$ cat config.mk
export PLATFORM = sky130hd
export DESIGN_NAME = colour_msg_tx
export DESIGN_NICKNAME = d
export VERILOG_FILES = /design/src/rtl/colour_msg_tx.sv
export SDC_FILE = /design/constraint.sdc
export NUM_CORES = 1
export LEC_CHECK = 0
export ABC_AREA = 1
export BUFFER_PORTS_ARGS = -buffer_cell sky130_fd_sc_hd__buf_2
export CORE_MARGIN = 2
export CORE_UTILIZATION = 61
export CTS_CLUSTER_SIZE = 10
export DETAILED_ROUTE_END_ITERATION = 7
export GPL_TIMING_DRIVEN = 0
export PLACE_DENSITY = 0.79
export SLEW_MARGIN = 20
export SYNTH_ARGS = -nofsm -noshare
export SYNTH_HDL_FRONTEND = slang
export SYNTH_SLANG_ARGS = --single-unit
$ cat constraint.sdc
create_clock -name clk -period 2 [get_ports clk]
set_input_delay 0.4 -clock clk [delete_from_list [all_inputs] [get_ports clk]]
set_output_delay 0.4 -clock clk [all_outputs]
set_load 0.01 [all_outputs]
$ cat src/rtl/colour_msg_tx.sv
// Colour-change UART announcer: debounces a one-hot colour indication and sends
// "C<colour>\n" (8N1) whenever a newly stable colour differs from the last one sent.
module colour_msg_tx #(
  parameter int unsigned CLK_FREQ      = 50000000,
  parameter int unsigned BAUD          = 115200,
  parameter int unsigned STABLE_CYCLES = 25000000
) (
  input  logic       clk,
  input  logic       rst,
  input  logic       red_led,
  input  logic       green_led,
  input  logic       blue_led,
  output logic       tx,
  output logic       busy,
  output logic [7:0] msg_count
);

  localparam int unsigned CLKS_PER_BIT = CLK_FREQ / BAUD;
  localparam int unsigned BW = (CLKS_PER_BIT > 1) ? $clog2(CLKS_PER_BIT) : 1;
  localparam int unsigned SW = (STABLE_CYCLES > 1) ? $clog2(STABLE_CYCLES) : 1;
  localparam logic [BW-1:0] BAUD_LAST = BW'(CLKS_PER_BIT - 1);
  localparam logic [SW-1:0] STAB_PRE  = SW'(STABLE_CYCLES - 2);
  localparam logic [SW-1:0] STAB_LAST = SW'(STABLE_CYCLES - 1);

  typedef enum logic [1:0] {COL_NONE, COL_R, COL_G, COL_B} colour_t;
  typedef enum logic [1:0] {IDLE, START, DATA, STOP} state_t;

  state_t        state;
  logic          red_q, green_q, blue_q;
  colour_t       dec, prev_dec, last_sent, cur_col, pend_col;
  logic          pend_valid;
  logic [SW-1:0] stab_cnt;
  logic [BW-1:0] baud_cnt;
  logic [1:0]    byte_idx;
  logic [2:0]    bit_idx;
  logic [7:0]    colour_char, cur_byte;
  logic          accept, accept_col;

  always_comb begin
    dec = COL_NONE;
    case ({red_q, green_q, blue_q})
      3'b100:  dec = COL_R;
      3'b010:  dec = COL_G;
      3'b001:  dec = COL_B;
      default: dec = COL_NONE;
    endcase
  end

  // Acceptance coincides with the edge on which the counter steps to STABLE_CYCLES-1.
  assign accept     = (dec == prev_dec) && (stab_cnt == STAB_PRE);
  assign accept_col = accept && (dec != COL_NONE);

  always_comb begin
    colour_char = 8'h42;
    case (cur_col)
      COL_R:   colour_char = 8'h52;
      COL_G:   colour_char = 8'h47;
      default: colour_char = 8'h42;
    endcase
    cur_byte = 8'h0A;
    case (byte_idx)
      2'd0:    cur_byte = 8'h43;
      2'd1:    cur_byte = colour_char;
      default: cur_byte = 8'h0A;
    endcase
  end

  always_ff @(posedge clk) begin
    if (rst) begin
      red_q      <= 1'b0;
      green_q    <= 1'b0;
      blue_q     <= 1'b0;
      prev_dec   <= COL_NONE;
      stab_cnt   <= '0;
      last_sent  <= COL_NONE;
      cur_col    <= COL_NONE;
      pend_col   <= COL_NONE;
      pend_valid <= 1'b0;
      state      <= IDLE;
      baud_cnt   <= '0;
      byte_idx   <= '0;
      bit_idx    <= '0;
      tx         <= 1'b1;
      busy       <= 1'b0;
      msg_count  <= '0;
    end else begin
      red_q   <= red_led;
      green_q <= green_led;
      blue_q  <= blue_led;

      if (dec != prev_dec) begin
        prev_dec <= dec;
        stab_cnt <= '0;
      end else if (stab_cnt != STAB_LAST) begin
        stab_cnt <= stab_cnt + 1'b1;
      end

      // Requests arriving mid-message: newest wins, and the colour already on the wire is dropped.
      if (state != IDLE && accept_col) begin
        pend_valid <= (dec != cur_col);
        pend_col   <= dec;
      end

      case (state)
        IDLE: begin
          tx         <= 1'b1;
          busy       <= 1'b0;
          baud_cnt   <= '0;
          pend_valid <= 1'b0;
          if (accept_col && dec != last_sent) begin
            state     <= START;
            tx        <= 1'b0;
            busy      <= 1'b1;
            cur_col   <= dec;
            last_sent <= dec;
            byte_idx  <= '0;
          end else if (pend_valid && pend_col != last_sent) begin
            state     <= START;
            tx        <= 1'b0;
            busy      <= 1'b1;
            cur_col   <= pend_col;
            last_sent <= pend_col;
            byte_idx  <= '0;
          end
        end
        START: begin
          if (baud_cnt == BAUD_LAST) begin
            baud_cnt <= '0;
            bit_idx  <= '0;
            state    <= DATA;
            tx       <= cur_byte[0];
          end else begin
            baud_cnt <= baud_cnt + 1'b1;
          end
        end
        DATA: begin
          if (baud_cnt == BAUD_LAST) begin
            baud_cnt <= '0;
            if (bit_idx == 3'd7) begin
              state <= STOP;
              tx    <= 1'b1;
            end else begin
              bit_idx <= bit_idx + 3'd1;
              tx      <= cur_byte[bit_idx + 3'd1];
            end
          end else begin
            baud_cnt <= baud_cnt + 1'b1;
          end
        end
        STOP: begin
          if (baud_cnt == BAUD_LAST) begin
            baud_cnt <= '0;
            if (byte_idx == 2'd2) begin
              state     <= IDLE;
              tx        <= 1'b1;
              busy      <= 1'b0;
              msg_count <= msg_count + 8'd1;
            end else begin
              byte_idx <= byte_idx + 2'd1;
              state    <= START;
              tx       <= 1'b0;
            end
          end else begin
            baud_cnt <= baud_cnt + 1'b1;
          end
        end
        default: state <= IDLE;
      endcase
    end
  end

endmodule
==> impl_results.md <==
- Slew Limit Fails: 0
- Post-synth top flop: dfxtp_1
- Worst-path maximum fanout: 6
- Fin util: 70.2%
- Status: finished clean
- Clock skew: 0.00576 ns
- CP endpoint kind: register
- Hold Path Class: input pin to register
- Drt via density: 5.19
- Clock transition at the registers of the reported paths: 0.07 ns
- Ant diodes: 0
- Critical Path AT: 2.02 ns
- Final setup vio count: 0
- Worst vdd ir: 0.516 mV
- Worst Path Required: 2.21 ns
- IO Pins: 15
- Grt total ovfl: 0
- Syn nets: 484
- Layout net count: 510
- Area growth, synth to finish: 9.95%
- Design area: 3610 sq um
- Setup Crit Path Kind: register to register
- Post-synth EDFFs: 0
- Post-synth top area cell: dfxtp_1
- DR iter-0 viols: 164
- Final wirelength: 6440 um
- Die X: 77.3 um
- Mean Syn Cell Area: 7.06 sq um
- Full die area: 5980 sq um
- Pwr Total: 2.62 mW
- Cells after Synth: 465
- CTS HTree Levels: 3
- Final GP Congestion: 0.820
- Slew Limit Headroom: 61.1%
- Vias in the first global route: 2640
- Initial Utilization: 63.8%
- Synth top cells by count: nand2_1 (100), nor2_1 (65), dfxtp_1 (61)
- Crit path max-delay family: simple AND/OR/NAND/NOR gates
- Register area share after synthesis: 37.2%
- CP cell instances: ha_1 -> nand2_1 -> nor3_2 -> nand3_2 -> or3b_1 -> clkbuf_1 -> a21oi_1 -> nor3_2
- Ys async rst share: 0%
- CTS tree: yes
- Post-DP HPWL: 4810 um
- WP buf/inv: 1
- Most common cell in the netlist: nand2_1
- Crit-path most repeated cell: nor3_2
- DR DRC count: 0
- Ys Warns: 0
- Worst setup SP type: register
- Final Critical Period: 1.81 ns
- TritonCTS Sinks: 61
- RSZ-0062 raised after global routing: true
- Die Ht: 77.3 um
- Worst stage delay on the critical path: 0.38 ns
- Area contributors post-synth: dfxtp_1 (37%), nand2_1 (11%), nor2_1 (7.4%), inv_1 (6.4%), ha_1 (5.3%)
- DR WL/cell: 11.4 um
- Post-synth top area share: 37.2%
- Global-route wire length before repair: 11400 um
- LEAKAGE: 1.48 nW
- #FFs+latches synth: 61
- ANT nets after route: 0
- Final worst setup slack: 0.188 ns
- Share of cells above drive strength 1: 14.5%
- Slew @ Worst Pin: 0.583 ns
- Clk Latency, worst-skew pair: 0.34 ns
- Synth Cell Area: 3280 sq um
- Clk root buf: clkbuf_8
- Initial antenna violation count: 0
- Largest net degree at the start of global routing: 11
- Tcrit/Tclk final: 90.6%
- Power Density: 726 nW/um^2
- Cell Rows: 26
- Clock buffer depth: 2
- Total GRT Usage: 23.6%
- Core ar.: 5140 sq um
- MaxCap Viol Count: 0
- FMAX: 552 MHz
- Pre-CTS WS: 0.181 ns
- Fill cell count: 477
- Area post-placement: 3440 sq um
- Worst Hold Margin: 0.261 ns
- Slowest stage cell, crit path: dfxtp_1
- CTS Buf Count: 9
- DR vias: 2939
- First drt pass iteration count: 5
- Hold Fails Final Rpt: 0
- Port Buffer Count: 14
- Synth cell types: 36
worst min-delay path: stages:
cell    delay, ns
buf_2        0.08
inv_1        0.03
nor2_1       0.06
power by group:
group	internal, mW	switching (mW)
registers	1.26	0.0385
logic	0.140	0.258
clock network	0.440	0.478
state kept, by name, indices dropped and copies added, names as in the netlist, 2 cells and up:
name	cells
baud_cnt	9
bit_idx	3
byte_idx	2
cur_col	2
msg_count	8
pend_col	2
prev_dec	2
stab_cnt	25
state	2
routing by layer:
| metal | GRT usage [%] | part of all wire, % |
|---|---|---|
| met1 | 32.4 | 50 |
| met2 | 36.2 | 44 |
| met3 | 3.95 | 4.0 |
| met4 | 11.6 | 2.2 |
| met5 | 0 | 0 |
final cells by class:
cell class	instances	area, sq um	area share (%)
plain buffers	5	30.0	0.832
repair buffers	15	77.6	2.15
clock buffers	11	131	3.64
inverters	66	248	6.87
clock inverters	5	27.5	0.763
flip-flops and latches	61	1220	33.9
well taps	70	87.6	2.43
multi-input cells	333	1780	49.5
cell usage in the layout, fill, tap and decap left out, drive strengths merged, types with 8 or more instances in the layout:
cell type,Yosys,layout
xor2,8,8
o21ai,14,14
nand3,26,26
dfxtp,61,61
inv,64,64
ha,14,14
a21oi,33,33
buf,1,16
clkbuf,4,15
nor3,13,13
nand4,11,11
nor2,75,75
nand2,107,107
path summary, 6_finish.rpt:
kind,startpoint,endpoint,slack [ns],cells past startpoint
setup / recovery,baud_cnt[0],bit_idx[2],0.19,8
hold / removal,red_led,red_q,0.26,3
setup reg to reg,baud_cnt[0],bit_idx[2],0.19,8
hold reg to reg,baud_cnt[0],baud_cnt[0],0.47,1
logic make-up (layout without fill, tap and decap cells):
kind of cell,after synthesis,count (layout),share of synthesized area [%]
simple gates,251,251,36.6
buf+inv,71,102,8.47
flops,61,61,37.2
compound gates,57,57,9.42
fa+ha+maj,14,14,5.34
xor+xnor,11,11,2.94
per-stage QoR:
| step | TNS (ns) | cells |
|---|---|---|
| after global placement | 0 | 549 |
| after floorplan | 0 | 465 |
| after detailed placement | 0 | 549 |
| after CTS | 0 | 565 |
| final | 0 | 566 |
| after global routing | -0.0131 | 566 |
what timing repair did:
| item | in CTS | in global routing |
|---|---|---|
| endpoints found under the setup margin | 0 | 3 |
| hold buffers | 0 | 0 |
| buffers inserted | 0 | 1 |
| resized for setup | 0 | 1 |
No activity file was read; power rests on OpenSTA's default activity.
